**src/rtl/uart_axi4lite_master.sv**
```systemverilog
// UART-to-AXI4-Lite debug bridge: parses 'W'/'R' command frames from the RX byte stream,
// performs one AXI4-Lite access and returns a status byte (plus read data) on the TX stream.
module uart_axi4lite_master #(
    parameter int AXI_AWIDTH   = 32,
    parameter int AXI_DWIDTH   = 32,
    parameter int BYTE_TIMEOUT = 0
) (
    input  logic                    AXI_ACLK,
    input  logic                    AXI_ARESETN,
    input  logic [7:0]              RX_DO,
    input  logic                    RX_DRDY,
    output logic [7:0]              TX_DI,
    output logic                    TX_DRDY,
    input  logic                    TX_DONE,
    output logic                    BUSY,
    output logic [AXI_AWIDTH-1:0]   AXI_AWADDR,
    output logic                    AXI_AWVALID,
    input  logic                    AXI_AWREADY,
    output logic [AXI_DWIDTH-1:0]   AXI_WDATA,
    output logic [AXI_DWIDTH/8-1:0] AXI_WSTRB,
    output logic                    AXI_WVALID,
    input  logic                    AXI_WREADY,
    input  logic [1:0]              AXI_BRESP,
    input  logic                    AXI_BVALID,
    output logic                    AXI_BREADY,
    output logic [AXI_AWIDTH-1:0]   AXI_ARADDR,
    output logic                    AXI_ARVALID,
    input  logic                    AXI_ARREADY,
    input  logic [AXI_DWIDTH-1:0]   AXI_RDATA,
    input  logic [1:0]              AXI_RRESP,
    input  logic                    AXI_RVALID,
    output logic                    AXI_RREADY
);

    localparam int TW = (BYTE_TIMEOUT > 0) ? $clog2(BYTE_TIMEOUT + 1) : 1;

    typedef enum logic [3:0] {
        S_IDLE, S_ADDR, S_DATA, S_WR_AD, S_WR_RESP, S_RD_ADDR, S_RD_DATA, S_TX_SEND, S_TX_WAIT
    } state_t;

    state_t                  state_q, state_d;
    logic [2:0]              cnt_q, cnt_d;
    logic                    is_wr_q, is_wr_d;
    logic [AXI_AWIDTH-1:0]   addr_q, addr_d;
    logic [AXI_DWIDTH-1:0]   wdata_q, wdata_d;
    logic [AXI_DWIDTH-1:0]   rdata_q, rdata_d;
    logic [1:0]              resp_q, resp_d;
    logic                    awvalid_q, awvalid_d, wvalid_q, wvalid_d;
    logic                    bready_q, bready_d, arvalid_q, arvalid_d, rready_q, rready_d;
    logic [TW-1:0]           tmo_q, tmo_d;

    logic frame_st, tmo_hit, in_idle, cmd_ok, frame_byte, frame_last;
    logic wr_done, b_hs, ar_hs, r_hs, tx_last;

    always_comb begin
        frame_st   = (state_q == S_ADDR) || (state_q == S_DATA);
        tmo_hit    = (BYTE_TIMEOUT != 0) && frame_st && (tmo_q == TW'(BYTE_TIMEOUT));
        // A timed-out frame behaves like IDLE this cycle so a coincident byte is a new command
        in_idle    = (state_q == S_IDLE) || tmo_hit;
        cmd_ok     = RX_DRDY && ((RX_DO == 8'h57) || (RX_DO == 8'h52));
        frame_byte = RX_DRDY && frame_st && !tmo_hit;
        frame_last = frame_byte && (cnt_q == 3'd3);
        wr_done    = (state_q == S_WR_AD) && !(awvalid_q && !AXI_AWREADY)
                                          && !(wvalid_q && !AXI_WREADY);
        b_hs       = bready_q && AXI_BVALID;
        ar_hs      = arvalid_q && AXI_ARREADY;
        r_hs       = rready_q && AXI_RVALID;
        tx_last    = is_wr_q ? (cnt_q == 3'd0) : (cnt_q == 3'd4);
    end

    always_ff @(posedge AXI_ACLK or negedge AXI_ARESETN) begin
        if (!AXI_ARESETN) state_q <= S_IDLE;
        else              state_q <= state_d;
    end

    always_comb begin
        state_d = state_q;
        if (in_idle) begin
            state_d = cmd_ok ? S_ADDR : S_IDLE;
        end else begin
            case (state_q)
                S_ADDR:    if (frame_last) state_d = is_wr_q ? S_DATA : S_RD_ADDR;
                S_DATA:    if (frame_last) state_d = S_WR_AD;
                S_WR_AD:   if (wr_done) state_d = S_WR_RESP;
                S_WR_RESP: if (b_hs) state_d = S_TX_SEND;
                S_RD_ADDR: if (ar_hs) state_d = S_RD_DATA;
                S_RD_DATA: if (r_hs) state_d = S_TX_SEND;
                S_TX_SEND: state_d = S_TX_WAIT;
                S_TX_WAIT: if (TX_DONE) state_d = tx_last ? S_IDLE : S_TX_SEND;
                default:   state_d = S_IDLE;
            endcase
        end
    end

    always_comb begin
        BUSY    = (state_q != S_IDLE);
        TX_DRDY = (state_q == S_TX_SEND);
        TX_DI   = 8'h00;
        if (state_q == S_TX_SEND) begin
            case (cnt_q)
                3'd0:    TX_DI = {6'b0, resp_q};
                3'd1:    TX_DI = rdata_q[AXI_DWIDTH-1  -: 8];
                3'd2:    TX_DI = rdata_q[AXI_DWIDTH-9  -: 8];
                3'd3:    TX_DI = rdata_q[AXI_DWIDTH-17 -: 8];
                default: TX_DI = rdata_q[AXI_DWIDTH-25 -: 8];
            endcase
        end
    end

    always_comb begin
        cnt_d     = cnt_q;
        is_wr_d   = is_wr_q;
        addr_d    = addr_q;
        wdata_d   = wdata_q;
        rdata_d   = rdata_q;
        resp_d    = resp_q;
        awvalid_d = awvalid_q && !AXI_AWREADY;
        wvalid_d  = wvalid_q && !AXI_WREADY;
        arvalid_d = arvalid_q && !AXI_ARREADY;
        bready_d  = wr_done || (bready_q && !AXI_BVALID);
        rready_d  = ar_hs || (rready_q && !AXI_RVALID);
        tmo_d     = '0;
        if (in_idle && cmd_ok) begin
            is_wr_d = (RX_DO == 8'h57);
            cnt_d   = 3'd0;
        end
        if (frame_byte) begin
            cnt_d = (cnt_q == 3'd3) ? 3'd0 : cnt_q + 3'd1;
            if (state_q == S_ADDR) addr_d  = {addr_q[AXI_AWIDTH-9:0], RX_DO};
            else                   wdata_d = {wdata_q[AXI_DWIDTH-9:0], RX_DO};
        end
        if (frame_last && (state_q == S_DATA)) begin
            awvalid_d = 1'b1;
            wvalid_d  = 1'b1;
        end
        if (frame_last && (state_q == S_ADDR) && !is_wr_q) arvalid_d = 1'b1;
        if (b_hs) begin
            resp_d = AXI_BRESP;
            cnt_d  = 3'd0;
        end
        if (r_hs) begin
            resp_d  = AXI_RRESP;
            rdata_d = AXI_RDATA;
            cnt_d   = 3'd0;
        end
        if ((state_q == S_TX_WAIT) && TX_DONE) cnt_d = cnt_q + 3'd1;
        if ((BYTE_TIMEOUT != 0) && frame_st && !tmo_hit && !RX_DRDY) tmo_d = tmo_q + TW'(1);
    end

    always_ff @(posedge AXI_ACLK or negedge AXI_ARESETN) begin
        if (!AXI_ARESETN) begin
            cnt_q     <= '0;
            is_wr_q   <= 1'b0;
            addr_q    <= '0;
            wdata_q   <= '0;
            rdata_q   <= '0;
            resp_q    <= '0;
            awvalid_q <= 1'b0;
            wvalid_q  <= 1'b0;
            bready_q  <= 1'b0;
            arvalid_q <= 1'b0;
            rready_q  <= 1'b0;
            tmo_q     <= '0;
        end else begin
            cnt_q     <= cnt_d;
            is_wr_q   <= is_wr_d;
            addr_q    <= addr_d;
            wdata_q   <= wdata_d;
            rdata_q   <= rdata_d;
            resp_q    <= resp_d;
            awvalid_q <= awvalid_d;
            wvalid_q  <= wvalid_d;
            bready_q  <= bready_d;
            arvalid_q <= arvalid_d;
            rready_q  <= rready_d;
            tmo_q     <= tmo_d;
        end
    end

    assign AXI_AWADDR  = addr_q;
    assign AXI_ARADDR  = addr_q;
    assign AXI_WDATA   = wdata_q;
    assign AXI_WSTRB   = {(AXI_DWIDTH/8){wvalid_q}};
    assign AXI_AWVALID = awvalid_q;
    assign AXI_WVALID  = wvalid_q;
    assign AXI_BREADY  = bready_q;
    assign AXI_ARVALID = arvalid_q;
    assign AXI_RREADY  = rready_q;

endmodule

```
**config.mk**
```make
export PLATFORM = sky130hd
export DESIGN_NAME = uart_axi4lite_master
export DESIGN_NICKNAME = d
export VERILOG_FILES = /design/src/rtl/uart_axi4lite_master.sv
export SDC_FILE = /design/constraint.sdc
export NUM_CORES = 1
export LEC_CHECK = 0
export ABC_CLOCK_PERIOD_IN_PS = 1520
export BUFFER_PORTS_ARGS = -buffer_cell sky130_fd_sc_hd__buf_2
export CORE_MARGIN = 1.5
export CORE_UTILIZATION = 46
export DETAILED_ROUTE_END_ITERATION = 8
export PLACE_DENSITY = 0.72
export SETUP_SLACK_MARGIN = 0.5
export SLEW_MARGIN = 20
export SYNTH_ARGS = -nofsm -noshare
export SYNTH_HDL_FRONTEND = slang
export SYNTH_SLANG_ARGS = --single-unit
```
**constraint.sdc**
```tcl
create_clock -name AXI_ACLK -period 1.52 [get_ports AXI_ACLK]
set_input_delay 0.152 -clock AXI_ACLK [delete_from_list [all_inputs] [get_ports AXI_ACLK]]
set_output_delay 0.152 -clock AXI_ACLK [all_outputs]
set_load 0.005 [all_outputs]
```
Word level (Yosys, flattened, before mapping)
Cells that the tools add are included.
Word-level totals
  logic and storage cells: 99
  input bits: 53
  bits in registers: 111
Operators by class
  bitwise operators: 1
  muxes and demuxes: 26
  reductions and logical operators: 38
  $add $sub $neg: 1
  equal/unequal tests: 21
Operators with widths (count)
  $mux W4: 8
  $pmux W4 S8: 1
  $pmux W8 S4: 1
  $mux W3: 8
  $ne A3 B3 Y1 const B: 7
  $logic_and A1 B1 Y1: 18
  $eq A4 B3 Y1 const B: 4
  $eq A8 B7 Y1 const B: 2
  $eq A4 B2 Y1 const B: 2
  $logic_not A1 Y1: 8
  $mux W8: 1
  $reduce_and A7 Y1: 1
  $eq A3 B2 Y1 const B: 2
  $mux W1: 5
  $reduce_bool A5 Y1: 1
  $eq A4 B1 Y1 const B: 1
  $eq A4 B4 Y1 const B: 1
  $logic_not A4 Y1: 1
  $logic_or A1 B1 Y1: 4
  $mux W2: 2
  $reduce_and A2 Y1: 2
  $reduce_bool A4 Y1: 1
  $add A3 B1 Y3 const B: 1
  $eq A3 B1 Y1 const B: 1
  other kinds (4): 4

Logic depth before layout (Yosys ltp)
  word-level depth: 9
  mapped depth: 8
  mapped depth without buffers: 7

Worst setup path before layout
Ideal clock, no wire load.
  kind: reg-to-output
  from: register cnt_q[0]
  to: output TX_DI[4]
  path buffers: 1
  arrival: 1.519 ns
  setup slack: -0.151 ns
  stages on the path, launching flop included: 8
  required time: 1.368 ns
  cell sequence: dfrtp_1 ha_1 ha_1 clkbuf_1 a222oi_1 nor2_1 a21oi_1 nor2_1
Between the ends
  word-level cells in the longest chain between the ends: 3
RTL lines
  start, declared: RTL line 42  | logic [2:0] cnt_q, cnt_d;
  start signal, assigned: RTL line 165  | cnt_q <= cnt_d;
  $eq A3 B2 Y1 (tied with other cells): RTL line 100  | case (cnt_q)
  $pmux W8 S4 (*): RTL line 100
  $mux W8 (*): RTL line 99  | if (state_q == S_TX_SEND) begin
  end, declared: RTL line 12  | output logic [7:0] TX_DI,
Mark *: on every way between the ends. The rest lies on a longest branch, timed or not.

Worst setup path after layout
  from: register cnt_q[1]
  to: output TX_DI[2]
The elaborated chain is that of the path after synthesis.

==> results.toml <==
[route]
drc = 0
route.met3.wl_mm = 1.062
drt-initial-drc-count = 284
routed.top_layer = "met4"
wirelength_met1_mm = 6.299
vias_per_cell = 5.216
detail-route-antenna-nets = 0
drt-pass1-iter-count = 5
drt-total-wl_mm = 16.31
vias = 4428
wl_per_cell_um = 19.21
wl_met2_mm = 8.512

[finish]
finalCoreUtilization = 0.7656
layout-drive-gt1-share = 0.6714
multiInputGateArea_um2 = 2276
fin_cells = 849
fill_cells = 619
regArea_um2 = 2783
areaGrowthSynthToFinish_pct = 61.31
final_cell_mix = "buf_2 (159), dfrtp_1 (107), buf_4 (105)"
fin_nets = 763
diodes = 0
final_common_cell = "buf_2"

[timing]
setup_slack_ns = -0.6586
max_freq_mhz = 459.0
finalHoldViolations = 0
fin_crit_sh = 1.433
max_slew_margin = 0.7141
tns_ns = -25.43
slew_violations = 0
clock_skew_ns = 0.01656
rsz0062_at_grt = "yes"
worst_slew_pin_slew_ns = 0.4289
post-route-min-period_ns = 2.179
finalSetupViolations = 81

[place]
dpl.cell_count = 688
gp_congestion = 0.8598
hpwl_mm = 8.255
port_buffers = 167

[setup_path]
arrival_ns = 2.03
slowest_delay_ns = 0.46
crit_path_end_kind = "output port"
crit_buf_inv = 1
cp_max_fo = 8
cp-start-kind = "flop"
crit_required_ns = 1.37
crit_family = "compound AO/OA/AOI/OAI gates"
cp_slowest_cell = "dfrtp_2"
path_class = "flop to output port"
reg2reg_slack_ns = -0.35
path_cells = "ha_4 > ha_4 > a222oi_1 > nor2_1 > a21oi_1 > nor2_1 > buf_2"

[global_route]
grt_max_degree = 49
grt_pass1_vias = 4379
grt_pass1_wl_mm = 22.79
overflow = 0
grt_usage = 0.2558
antenna_found_initial = 0

[power_and_ir_drop]
power_frac_seq = 0.340
peakVddDrop_mv = 1.100
leakagePower_nw = 4.397
power.share.combinational = 0.539
p_switching_w = 0.005249
p_per_area_nw_per_um2 = 1838
p_total_w = 0.01532
intPower_w = 0.01007
switching_share = 0.3426
clkPwrFrac = 0.122

[clock_tree]
cts_buffer_depth = 2
clk_latency_ns = 0.38
cts_sinks = 111
cts_tree = "built"
cts_made_buffers = 9
root_buffer = "clkbuf_8"
htree_num_levels = 3
path_clk_slew_ns = 0.11

[flow_run]
cap_viol_max_count = 0

[run_status]
outcome = "complete, but fails checks"
violations = "negative setup slack"

[logic_synthesis]
synthCells = 395
yosysWarnings = 0
ys_seq_area_frac = 0.5375
synthArstFlopShare = 1.000
yosysTopAreaCellShare = 0.5375
syn-num-nets = 454
synth.area.top_cells = "dfrtp_1 (54%), mux2_2 (19%), buf_4 (5.5%)"
synth_edf_count = 0
avgSynthCellArea_um2 = 13.08
ys_types = 44
synth_top_area_cell = "dfrtp_1"
synth-seq-cells = 111
netlist_area_um2 = 5167
synth_ff_type = "dfrtp_1"

[floorplanning]
die_x_um = 109.0
core_um2 = 10890
io_pins = 168
rows = 38
start_util = 0.4746
fp.dieH_um = 109.0
die-area_um2 = 11880

[hold_path]
min_path_type = "input port to flop"
-- registers in the layout, summed over array words and instances, names as in the netlist --
name / flops
is_wr_q: 1
state_q: 4
cnt_q: 3
AXI_WDATA: 32
AXI_AWVALID: 1
rdata_q: 32
AXI_BREADY: 1
AXI_RREADY: 1
resp_q: 2
AXI_WVALID: 1
AXI_ARVALID: 1
AXI_ARADDR: 32
-- layout make-up --
cell class / count / share of cell area
sequential: 111 / 0.3338
clock buffer: 11 / 0.01576
clock inverter: 5 / 0.007805
tap: 140 / 0.02101
inverter: 13 / 0.006755
multi-input combinational: 218 / 0.2730
timing repair buffer: 351 / 0.3418
-- path summary, 6_finish.rpt --
kind / from / depth (start not counted) / endpoint
worst max-delay path: cnt_q[1] / 7 / TX_DI[2]
worst min-delay path: AXI_RDATA[10] / 2 / rdata_q[10]
worst max register to register: state_q[3] / 8 / AXI_ARADDR[0]
worst min register to register: AXI_WDATA[24] / 1 / AXI_WDATA[24]
max in group asynchronous: AXI_ARESETN / 3 / AXI_ARADDR[8]
min in group asynchronous: AXI_ARESETN / 2 / AXI_WDATA[27]
-- per-stage QoR --
| step | hold WS [ns] | setup WS, ns | instance area (um2) |
|---|---|---|---|
| after CTS | 0.0006059 | -0.5778 | 7950 |
| after global routing | 0.01732 | -0.7313 | 8335 |
| final | 0.04019 | -0.6586 | 8335 |
| after floorplan | -0.1436 | -0.06175 | 5435 |
| after detailed placement | 0.1154 | -0.2520 | 6355 |
| after global placement | 0.1142 | -0.1689 | 6355 |
-- worst register-to-register path, stage by stage (launching register included) --
cell     delay, ns
dfrtp_2       0.44
buf_6         0.13
buf_6         0.12
nor3b_4       0.27
buf_6         0.16
nand2_8       0.10
buf_12        0.15
buf_16        0.12
mux2_2        0.26
-- kinds of logic (layout without fill, tap and decap cells) --
family | after synthesis | count (layout) | synth area share
AOI/OAI and AO/OA | 42 | 42 | 0.05811
xor gates and xnor gates | 2 | 2 | 0.003390
adders and majority gates | 6 | 6 | 0.01453
buffers and inverters | 67 | 380 | 0.08717
DFF | 111 | 111 | 0.5375
muxes | 104 | 104 | 0.2322
and+or+nand+nor | 63 | 64 | 0.06707
-- routing by layer --
layer	GRT usage	up-vias
met5	0	-
met4	0.09680	0
met3	0.05559	38
met2	0.4545	205
met1	0.3011	2211
li1	-	1974
-- Yosys cell counts, types with 3 or more instances --
master	count
clkbuf_1	6
buf_2	3
nor2_1	20
nand2b_1	3
buf_4	38
mux2i_1	7
mux2_4	10
and2_1	3
dfrtp_1	111
o21ai_0	6
nand2_1	17
inv_1	13
a222oi_1	6
mux2_2	87
a21oi_1	10
ha_1	6
nand3_1	5
a22oi_1	6
buf_6	7
-- power by group through the flow --
stage | clock network (W) | registers, W | logic, W
2_1_floorplan | 0 | 0.00510 | 0.00363
3_3_place_gp | 0 | 0.00518 | 0.00516
3_5_place_dp | 0 | 0.00526 | 0.00529
4_1_cts | 0.00187 | 0.00508 | 0.00725
5_1_grt | 0.00203 | 0.00532 | 0.00884
6_report | 0.00187 | 0.00520 | 0.00825
-- timing repair --
action,CTS,global route
setup endpoints to repair,225,225
hold buffers,32,1
cloned,12,1
pin swaps,23,17
setup buffers,68,31
endpoints found under the hold margin,57,1
resized for setup,58,22
Power figures use the tool's default switching activity.
